===== src/rtl/wb_pkg.sv =====
// Shared definitions for the two-master Wishbone arbiter: default bus widths
// and the arbiter state encoding.
package wb_pkg;

  localparam int DAT_WIDTH_DEF = 64;
  localparam int ADR_WIDTH_DEF = 64;
  localparam int SEL_WIDTH_DEF = DAT_WIDTH_DEF / 8;

  typedef enum logic [1:0] {
    ARB_IDLE = 2'd0,
    ARB_OWN0 = 2'd1,
    ARB_OWN1 = 2'd2
  } arb_state_e;

  // Ownership state that corresponds to granting the given master.
  function automatic arb_state_e own_state(input logic master);
    if (master) begin
      return ARB_OWN1;
    end else begin
      return ARB_OWN0;
    end
  endfunction

endpackage


===== src/rtl/wb_arb_watchdog.sv =====
// Bus watchdog for wb_arbiter (only instantiated when WB_ARB_TIMEOUT_EN is
// defined). Counts consecutive cycles where a strobe is outstanding and the
// slave neither acks nor errors; flags timeout_o for one cycle when the count
// reaches TIMEOUT_CYCLES, then restarts from zero.
module wb_arb_watchdog #(
  parameter int TIMEOUT_CYCLES = 255
) (
  input  logic clk_i,
  input  logic rst_i,
  input  logic stb_i,
  input  logic ack_i,
  input  logic err_i,
  output logic timeout_o
);

  localparam int CNT_W = $clog2(TIMEOUT_CYCLES + 1);

  logic [CNT_W-1:0] cnt_q;
  logic [CNT_W-1:0] cnt_d;

  assign timeout_o = (cnt_q == CNT_W'(TIMEOUT_CYCLES));

  // Next count: clear after a timeout or any slave response, else count stalls.
  always_comb begin
    cnt_d = cnt_q;
    if (timeout_o) begin
      cnt_d = '0;
    end else if (stb_i && !ack_i && !err_i) begin
      cnt_d = cnt_q + CNT_W'(1);
    end else begin
      cnt_d = '0;
    end
  end

  // Counter register, cleared asynchronously by the active-low reset.
  always_ff @(posedge clk_i or negedge rst_i) begin
    if (!rst_i) begin
      cnt_q <= '0;
    end else begin
      cnt_q <= cnt_d;
    end
  end

endmodule


===== src/rtl/wb_arbiter.sv =====
// Two-master, one-slave Wishbone arbiter. A master that raises cyc while the
// bus is idle is granted on the next edge; simultaneous requests alternate
// round-robin using last_owner. The owner keeps the bus until it drops cyc,
// after which one idle cycle passes before the next grant. The slave-side
// signals are a combinational mux of the owner's inputs.
// Optional: define WB_ARB_TIMEOUT_EN to add a watchdog that returns an error
// to the owner when the slave stays silent for TIMEOUT_CYCLES strobed cycles.
module wb_arbiter
  import wb_pkg::*;
#(
  parameter int DAT_WIDTH      = DAT_WIDTH_DEF,
  parameter int ADR_WIDTH      = ADR_WIDTH_DEF,
  parameter int TIMEOUT_CYCLES = 255
) (
  input  logic                   clk_i,
  input  logic                   rst_i,
  // master 0
  input  logic                   m0_cyc_i,
  input  logic                   m0_stb_i,
  input  logic                   m0_we_i,
  input  logic [DAT_WIDTH/8-1:0] m0_sel_i,
  input  logic [ADR_WIDTH-1:0]   m0_adr_i,
  input  logic [DAT_WIDTH-1:0]   m0_dat_i,
  output logic [DAT_WIDTH-1:0]   m0_dat_o,
  output logic                   m0_ack_o,
  output logic                   m0_err_o,
  // master 1
  input  logic                   m1_cyc_i,
  input  logic                   m1_stb_i,
  input  logic                   m1_we_i,
  input  logic [DAT_WIDTH/8-1:0] m1_sel_i,
  input  logic [ADR_WIDTH-1:0]   m1_adr_i,
  input  logic [DAT_WIDTH-1:0]   m1_dat_i,
  output logic [DAT_WIDTH-1:0]   m1_dat_o,
  output logic                   m1_ack_o,
  output logic                   m1_err_o,
  // slave
  output logic                   s_cyc_o,
  output logic                   s_stb_o,
  output logic                   s_we_o,
  output logic [DAT_WIDTH/8-1:0] s_sel_o,
  output logic [ADR_WIDTH-1:0]   s_adr_o,
  output logic [DAT_WIDTH-1:0]   s_dat_o,
  input  logic [DAT_WIDTH-1:0]   s_dat_i,
  input  logic                   s_ack_i,
  input  logic                   s_err_i
);

  arb_state_e state_q;
  arb_state_e state_d;
  logic       last_owner_q;
  logic       last_owner_d;
  logic       timeout_s;
  logic       own0_s;
  logic       own1_s;

`ifdef WB_ARB_TIMEOUT_EN
  wb_arb_watchdog #(
    .TIMEOUT_CYCLES(TIMEOUT_CYCLES)
  ) u_watchdog (
    .clk_i    (clk_i),
    .rst_i    (rst_i),
    .stb_i    (s_stb_o),
    .ack_i    (s_ack_i),
    .err_i    (s_err_i),
    .timeout_o(timeout_s)
  );
`else
  assign timeout_s = 1'b0;
`endif

  // Grant decision: hold ownership while cyc stays high, round-robin on ties.
  always_comb begin
    state_d      = state_q;
    last_owner_d = last_owner_q;
    case (state_q)
      ARB_IDLE: begin
        if (m0_cyc_i && m1_cyc_i) begin
          state_d = own_state(~last_owner_q);
        end else if (m0_cyc_i) begin
          state_d = ARB_OWN0;
        end else if (m1_cyc_i) begin
          state_d = ARB_OWN1;
        end else begin
          state_d = ARB_IDLE;
        end
      end
      ARB_OWN0: begin
        if (!m0_cyc_i) begin
          state_d      = ARB_IDLE;
          last_owner_d = 1'b0;
        end else begin
          state_d = ARB_OWN0;
        end
      end
      ARB_OWN1: begin
        if (!m1_cyc_i) begin
          state_d      = ARB_IDLE;
          last_owner_d = 1'b1;
        end else begin
          state_d = ARB_OWN1;
        end
      end
      default: begin
        state_d = ARB_IDLE;
      end
    endcase
  end

  // Arbiter state; reset leaves m1 as last owner so m0 wins the first tie.
  always_ff @(posedge clk_i or negedge rst_i) begin
    if (!rst_i) begin
      state_q      <= ARB_IDLE;
      last_owner_q <= 1'b1;
    end else begin
      state_q      <= state_d;
      last_owner_q <= last_owner_d;
    end
  end

  assign own0_s = (state_q == ARB_OWN0);
  assign own1_s = (state_q == ARB_OWN1);

  // Slave-side mux: only the owner's signals reach the slave; idle bus is quiet.
  always_comb begin
    s_cyc_o = 1'b0;
    s_stb_o = 1'b0;
    s_we_o  = 1'b0;
    s_sel_o = '0;
    s_adr_o = '0;
    s_dat_o = '0;
    case (state_q)
      ARB_OWN0: begin
        s_cyc_o = m0_cyc_i;
        s_stb_o = m0_stb_i;
        s_we_o  = m0_we_i;
        s_sel_o = m0_sel_i;
        s_adr_o = m0_adr_i;
        s_dat_o = m0_dat_i;
      end
      ARB_OWN1: begin
        s_cyc_o = m1_cyc_i;
        s_stb_o = m1_stb_i;
        s_we_o  = m1_we_i;
        s_sel_o = m1_sel_i;
        s_adr_o = m1_adr_i;
        s_dat_o = m1_dat_i;
      end
      default: begin
        s_cyc_o = 1'b0;
        s_stb_o = 1'b0;
      end
    endcase
  end

  // Response routing: a real ack wins over a same-cycle watchdog timeout.
  always_comb begin
    m0_ack_o = own0_s & s_ack_i;
    m1_ack_o = own1_s & s_ack_i;
    m0_err_o = own0_s & (s_err_i | (timeout_s & ~s_ack_i));
    m1_err_o = own1_s & (s_err_i | (timeout_s & ~s_ack_i));
  end

  assign m0_dat_o = s_dat_i;
  assign m1_dat_o = s_dat_i;

endmodule


===== config.mk =====
export PLATFORM = sky130hd
export DESIGN_NAME = wb_arbiter
export DESIGN_NICKNAME = d
export VERILOG_FILES = /design/src/rtl/wb_pkg.sv /design/src/rtl/wb_arb_watchdog.sv /design/src/rtl/wb_arbiter.sv
export SDC_FILE = /design/constraint.sdc
export NUM_CORES = 1
export LEC_CHECK = 0
export CORE_AREA = 5 5 234 236
export CTS_CLUSTER_SIZE = 24
export DETAILED_ROUTE_END_ITERATION = 6
export DIE_AREA = 0 0 239 241
export PLACE_DENSITY = 0.31
export RECOVER_POWER = 50
export SLEW_MARGIN = 20
export SYNTH_ARGS = -nofsm -noshare
export SYNTH_HDL_FRONTEND = slang
export SYNTH_SLANG_ARGS = --single-unit

===== constraint.sdc =====
create_clock -name clk_i -period 1.7 [get_ports clk_i]
set_input_delay 0.255 -clock clk_i [delete_from_list [all_inputs] [get_ports clk_i]]
set_output_delay 0.255 -clock clk_i [all_outputs]
set_load 0.02 [all_outputs]

# Word-level counts from Yosys, hierarchy flattened
# Cells that the tools add are included.
[op_classes]
n_eq_ne = 4
n_mux = 15
bitwise_logic = 4
n_reduce_logical = 4
[op_table]
columns = ["operator", "n"]
rows = [
  ["$pmux 64 s2", 2],
  ["$pmux 8 s2", 1],
  ["$mux 2", 4],
  ["$pmux 1 s2", 4],
  ["$pmux 2 s3", 1],
  ["$and 1x1->1", 4],
  ["$ne 2x2->1 const B", 2],
  ["$mux 1", 3],
  ["$reduce_and 3->1", 1],
  ["$eq 2x1->1 const B", 1],
  ["$eq 2x2->1 const B", 1],
  ["$logic_not 2->1", 1],
  ["$reduce_bool 2->1", 1],
  ["$logic_and 1x1->1", 1],
]
[word_totals]
reg_bits = 3
in_bits = 346
out_inout_bits = 271
wordCells = 29

# Logic depth before layout (Yosys ltp)
# Gate-level depths: netlist of the first run.
[depth]
ltp_word = 4
mapped_depth = 7
depth_no_buf = 4

# Least setup slack after synthesis of the first run
# No wires, ideal clock.
[synth_timing]
path_kind = "reg2out"
from = "register state_q[0]"
to = "output port s_adr_o[53]"
arrival_time_ps = 1449
required_time_ps = 1445
setup_slack_ps = -4
path_stages_with_launch = 6
path_buffers = 2
cell_sequence = "dfrtp_1 inv_1 ha_1 buf_2 clkbuf_1 nor2b_1"
[synth_between]
elab_chain_len = 2
elab_cells_between_ends = 3
cone_classes = "eq/ne: 2; mux: 1"
[synth_rtl]
columns = ["element", "line", "rtl"]
rows = [
  ["from (decl)", "wb_arbiter.sv:49", "arb_state_e state_q;"],
  ["from (signal assigned)", "wb_arbiter.sv:116", "state_q <= state_d;"],
  ["$eq 2x2->1 or $eq 2x1->1 (tied branches)", "wb_arbiter.sv:132", "case (state_q)"],
  ["$pmux 64 s2 *", "wb_arbiter.sv:132", ""],
  ["to (decl)", "wb_arbiter.sv:42", "output logic [ADR_WIDTH-1:0] s_adr_o,"],
]
# Every way passes the cells marked *; elsewhere a longest branch is shown, timed or not.

# Worst setup path after layout of the first run
[layout_timing]
from = "register state_q[1]"
to = "output port s_dat_o[58]"
[layout_between]
elab_chain_len = 2
elab_cells_between_ends = 3
cone_classes = "eq/ne: 2; mux: 1"
[layout_rtl]
columns = ["element", "line", "rtl"]
rows = [
  ["$eq 2x2->1 or $eq 2x1->1 (tied branches)", "wb_arbiter.sv:132", ""],
  ["$pmux 64 s2 *", "wb_arbiter.sv:132", ""],
  ["to (decl)", "wb_arbiter.sv:43", "output logic [DAT_WIDTH-1:0] s_dat_o,"],
]
# Marks and branches as above.

==> results.json, run 1 <==
{
  "max_stage_delay_ns": 0.40,
  "dp.cells": 1472,
  "p_leak_uw": 0.00340,
  "hpwl_um": 19800,
  "worst_setup_path_end_kind": "output port",
  "p_per_area_nw_per_um2": 1720,
  "tritoncts": "built",
  "start_util_pct": 6.67,
  "grt_start_max_net_pins": 36,
  "clk_pin_slew_ns": 0.03,
  "clock_sinks": 3,
  "cap_violations": 0,
  "die_y_um": 241,
  "fin_cells": 1535,
  "grt_pass1_vias": 5380,
  "cts_buffer_depth": 2,
  "worstPathRequired_ns": 1.44,
  "row_count": 84,
  "crit_type": "flop to output port",
  "combPwrFrac_pct": 96.8,
  "finalWirelength_um": 26700,
  "synth_warnings": 0,
  "final_common_cell": "clkdlybuf4s50_1",
  "slew_viol_final": 0,
  "ir_drop_mv": 0.700,
  "synth_area_leaders": "buf_4 (29%), a22oi_1 (28%), nor2b_1 (25%)",
  "p_sw_uw": 7160,
  "p_int_uw": 9100,
  "dieArea_sq_um": 57600,
  "tightest_slew_ns": 0.344,
  "drc": 0,
  "syn-num-nets": 828,
  "crit_chain": "buf_6, ha_4, buf_12, buf_12, buf_12, a22oi_2, nor2b_4, buf_6",
  "rsz0062_at_grt": "true",
  "grt_pass1_wl_um": 35400,
  "synth_largest_area_cell": "buf_4",
  "fin_nets": 1196,
  "syn-instance-count": 477,
  "ctsRootBufferMaster": "clkbuf_16",
  "layout_common_cells": "clkdlybuf4s50_1 (280), buf_4 (142), a22oi_2 (109), nor2b_1 (83), buf_6 (54)",
  "finalSetupViolations": 143,
  "finClkSkew_ns": 0.000168,
  "power_frac_seq_pct": 0.9,
  "tns_ns": -42.71,
  "antenna_left": 0,
  "drtIter0Drc": 75,
  "io_buffer_count": 424,
  "drive_gt1_share_pct": 51.2,
  "worst_slack_ns": -0.425,
  "start_kind": "flop",
  "grt-ovfl-total": 0,
  "wire_per_inst_um": 17.4,
  "cts_buffers": 3,
  "via_count": 4913,
  "hold_violations": 0,
  "ios": 617,
  "hp-class": "input pin to asynchronous set/reset pin",
  "arrival_ns": 1.87,
  "fmax_ghz": 0.471,
  "fp.dieW_um": 239,
  "crit_family": "buffers and inverters",
  "utilization_pct": 18.1,
  "vias_per_cell": 3.20,
  "ys_seq_area_share_pct": 2.19,
  "clk_latency_ns": 0.22,
  "status": "finished, violations left",
  "synth_seq_cells": 3,
  "avgSynthCellArea_sq_um": 7.30,
  "relSlewSlack_pct": 77.1,
  "antenna_found_initial": 2,
  "synth_cell_types": 19,
  "yosysTopAreaCellShare_pct": 29.1,
  "pwr-share-clk_pct": 2.3,
  "fin_crit_sh_pct": 125,
  "syn_to_final_growth_pct": 171,
  "cpMostUsedCell": "buf_12",
  "grt_usage_pct": 8.10,
  "htree_levels": 1,
  "place_ws_ns": -0.621,
  "gp_congestion": 0.730,
  "period_minus_slack_ns": 2.12,
  "cp_max_fo": 10,
  "core_sq_um": 52200,
  "p_sw_share_pct": 44.0,
  "violations": "setup timing",
  "syn_area_sq_um": 3480,
  "drtPass1Iterations": 4,
  "cpMaxStageDelayCell": "dfrtp_1",
  "path_buf_inv": 5
}
final cells by class:
| type | instances | area [sq um] |
|---|---|---|
| Fill cell | 5859 | 42800 |
| Timing Repair Buffer | 538 | 5490 |
| Multi-Input combinational cell | 296 | 2920 |
| Tap cell | 688 | 861 |
| Clock buffer | 4 | 78.8 |
| Sequential cell | 3 | 76.3 |
| Inverter | 3 | 11.3 |
| Antenna cell | 3 | 7.51 |
through the flow:
| step | power, uW | instance area (sq um) | hold WS [ns] |
|---|---|---|---|
| after floorplan | 6420 | 3500 | -0.0406 |
| after CTS | 14600 | 8620 | 0.227 |
| after detailed placement | 11300 | 8000 | 0.462 |
| after global routing | 17300 | 9440 | 0.323 |
| after global placement | 11500 | 8000 | 0.466 |
| final | 16300 | 9450 | 0.302 |
registers in the layout (all words and copies together), names as in the netlist:
register / count
state_q: 2
last_owner_q: 1
logic make-up after synthesis:
group	count (synthesis)	synth area share (%)
AO/OA/AOI/OAI	143	32.0
adder cells (fa/ha/maj)	5	1.80
buffers and inverters	178	37.3
flip-flops	3	2.19
AND/OR/NAND/NOR	148	26.7
timing repair:
action                     4_1_cts  5_1_grt
resized for setup              612      302
cloned                           7        4
setup endpoints to repair      143      143
hold endpoints to repair         0        0
setup buffers                   23       32
hold buffers                     0        0
pin swaps                       13       24
cells in the mapped netlist:
cell / count
nor2b_1: 139
buf_4: 135
a22oi_1: 129
buf_2: 13
buf_6: 13
clkbuf_1: 13
a22oi_2: 10
ha_1: 5
and2_1: 4
a21oi_1: 3
inv_1: 3
dfrtp_1: 2
nand2b_1: 2
a31oi_1: 1
buf_8: 1
dfstp_2: 1
nand2_1: 1
nor3_1: 1
nor3b_2: 1
metal layers:
layer	vias up	track usage [%]	routed length (um)
met5	-	0	0
met4	0	3.29	1120
met3	57	3.42	3020
met2	347	15.0	13500
met1	2218	7.98	9060
li1	2291	-	-
worst paths after layout:
| check | to | from | slack [ns] | cells after the start |
|---|---|---|---|---|
| hold reg to reg | last_owner_q | last_owner_q | 0.52 | 2 |
| setup / recovery | s_dat_o[58] | state_q[1] | -0.42 | 8 |
| setup reg to reg | state_q[0] | state_q[0] | 0.18 | 7 |
| hold / removal | state_q[1] | rst_i | 0.30 | 1 |
| max in group asynchronous | last_owner_q | rst_i | 1.17 | 1 |
| min in group clk_i | m0_dat_o[39] | s_dat_i[39] | 0.51 | 0 |
power by group through the flow:
stage                     Combinational (uW)  Sequential, uW  Clock [uW]
after global placement                 11400             140           0
after global routing                   16800             152         385
after floorplan                         6280             139           0
after detailed placement               11200             140           0
after CTS                              14000             145         382
final                                  15700             145         371
(Power assumes the default switching activity.)
==> run 2, diff against run 1 <==
Settings changed: GPL_TIMING_DRIVEN set to 0, REMOVE_ABC_BUFFERS set to 1.
==> results.json, run 2 (synthesized netlist as in run 1, its figures left out) <==
{
  "hp-class": "input pin to asynchronous set/reset pin",
  "vias_per_cell": 3.52,
  "tightest_slew_ns": 0.336,
  "gp_congestion": 0.753,
  "ctsRootBufferMaster": "clkbuf_16",
  "p_per_area_nw_per_um2": 1810,
  "arrival_ns": 1.82,
  "hold_violations": 0,
  "ir_drop_mv": 0.801,
  "grt_pass1_vias": 5465,
  "period_minus_slack_ns": 2.07,
  "io_buffer_count": 424,
  "via_count": 5232,
  "antenna_found_initial": 1,
  "dieArea_sq_um": 57600,
  "final_common_cell": "clkdlybuf4s50_1",
  "grt_usage_pct": 12.3,
  "cts_buffers": 3,
  "top_register": "state_q",
  "clk_pin_slew_ns": 0.03,
  "start_kind": "flop",
  "power_frac_seq_pct": 1.0,
  "dp.cells": 1420,
  "finalSetupViolations": 141,
  "p_int_uw": 8680,
  "status": "finished, violations left",
  "worst_setup_path_end_kind": "output port",
  "clk_latency_ns": 0.22,
  "tritoncts": "built",
  "htree_levels": 1,
  "cp_max_fo": 13,
  "layout_common_cells": "clkdlybuf4s50_1 (280), buf_4 (121), nor2b_1 (106), a22oi_2 (75), a22oi_1 (64)",
  "core_sq_um": 52200,
  "hold_buffers": 0,
  "p_sw_uw": 7570,
  "fin_nets": 1148,
  "fp.dieW_um": 239,
  "die_y_um": 241,
  "cpMostUsedCell": "buf_6",
  "finalWirelength_um": 39900,
  "grt_pass1_wl_um": 49400,
  "start_util_pct": 6.67,
  "n_fill_cell": 5912,
  "slew_viol_final": 0,
  "fmax_ghz": 0.483,
  "clock_sinks": 3,
  "crit_type": "flop to output port",
  "area.sequential_sq_um": 77.6,
  "cpMaxStageDelayCell": "dfrtp_1",
  "wire_per_inst_um": 26.9,
  "p_leak_uw": 0.00320,
  "cts_buffer_depth": 2,
  "syn_to_final_growth_pct": 159,
  "reg_top3": "state_q: 2 flops, last_owner_q: 1 flops",
  "max_stage_delay_ns": 0.38,
  "hpwl_um": 27600,
  "grt-ovfl-total": 0,
  "crit_chain": "inv_2, ha_4, buf_6, buf_16, a22oi_1, nor2b_2, buf_6",
  "finClkSkew_ns": 0.00106,
  "pwr-share-clk_pct": 2.3,
  "row_count": 84,
  "rsz0062_at_grt": "true",
  "place_ws_ns": -1.21,
  "fin_cells": 1486,
  "drc": 0,
  "cap_violations": 0,
  "fin_crit_sh_pct": 122,
  "p_sw_share_pct": 46.6,
  "antenna_left": 0,
  "grt_start_max_net_pins": 48,
  "worst_slack_ns": -0.372,
  "path_buf_inv": 4,
  "drtPass1Iterations": 4,
  "multi_input_area_sq_um": 2640,
  "largest_register_ffs": 2,
  "ios": 617,
  "crit_family": "buffers and inverters",
  "relSlewSlack_pct": 77.6,
  "worstPathRequired_ns": 1.44,
  "drtIter0Drc": 209,
  "combPwrFrac_pct": 96.7,
  "violations": "setup timing",
  "drive_gt1_share_pct": 41.0
}
[run 2: cell count changes in the layout (fill, tap and decap cells not counted), moves of 10 or more]
| cell | change |
|---|---|
| a22oi_1 | +34 |
| nor2b_1 | +23 |
| nor2b_2 | -12 |
| a22oi_2 | -34 |
| nor2b_4 | -11 |
| buf_16 | +17 |
| buf_4 | -21 |
| buf_2 | -10 |
| buf_6 | -24 |
[run 2: area by class of cell]
type / instances / area share [%]
timing repair buffer: 490 / 59.2
clock buffer: 4 / 0.876
multi-input combinational: 296 / 29.3
antenna: 2 / 0.0556
sequential: 3 / 0.862
inverter: 3 / 0.125
tap: 688 / 9.56
[run 2: what timing repair did]
item / in CTS / in global routing
setup endpoints to repair: 143 / 143
gates cloned: 18 / 7
setup buffers: 29 / 11
hold endpoints to repair: 0 / 0
pin swaps: 9 / 7
gates resized for setup: 764 / 123
[run 2: per-layer routing]
| layer | vias to the layer above | global-route usage [%] | part of all wire (%) |
|---|---|---|---|
| met4 | 10 | 1.07 | 1.2 |
| met1 | 2495 | 15.6 | 42 |
| li1 | 2207 | - | - |
| met5 | - | 5.16 | 1.4 |
| met2 | 488 | 17.7 | 40 |
| met3 | 32 | 8.16 | 15 |
[run 2: worst reg2reg max path, stage by stage, from the launching register on]
cell and delay [ns]:
dfrtp_1 0.38, inv_2 0.11, ha_4 0.26, buf_12 0.16, clkbuf_16 0.16, buf_4 0.13
nand2b_1 0.05, a31oi_1 0.16
[run 2: power groups by stage]
stage / Clock, uW / Combinational [uW] / Sequential [uW]
CTS: 378 / 14500 / 159
global placement: 0 / 4060 / 128
global route: 386 / 16600 / 162
finish: 374 / 15700 / 157
floorplan: 0 / 3830 / 133
detailed placement: 0 / 10300 / 158
[run 2: per-stage QoR]
stage | util, % | hold WS [ns] | TNS (ns) | power [uW] | area, sq um
final | 17.2 | 0.301 | -39.83 | 16300 | 9000
after global routing | 17.2 | 0.312 | -50.83 | 17200 | 9000
after CTS | 16.1 | 0.232 | -45.68 | 15000 | 8410
after detailed placement | 14.4 | 0.463 | -131.25 | 10400 | 7500
after global placement | 14.0 | 0.455 | -751.09 | 4190 | 7300
after floorplan | - | -0.0406 | -334.03 | 3970 | 2190
[run 2: worst paths after layout]
kind / endpoint / startpoint / slack [ns] / cells past startpoint
min in group clk_i: m0_dat_o[13] / s_dat_i[13] / 0.51 / 0
min: state_q[1] / rst_i / 0.30 / 1
max in group asynchronous: last_owner_q / rst_i / 1.17 / 1
min reg2reg: last_owner_q / last_owner_q / 0.54 / 2
max reg2reg: last_owner_q / state_q[0] / 0.21 / 7
max: s_adr_o[13] / state_q[0] / -0.37 / 7
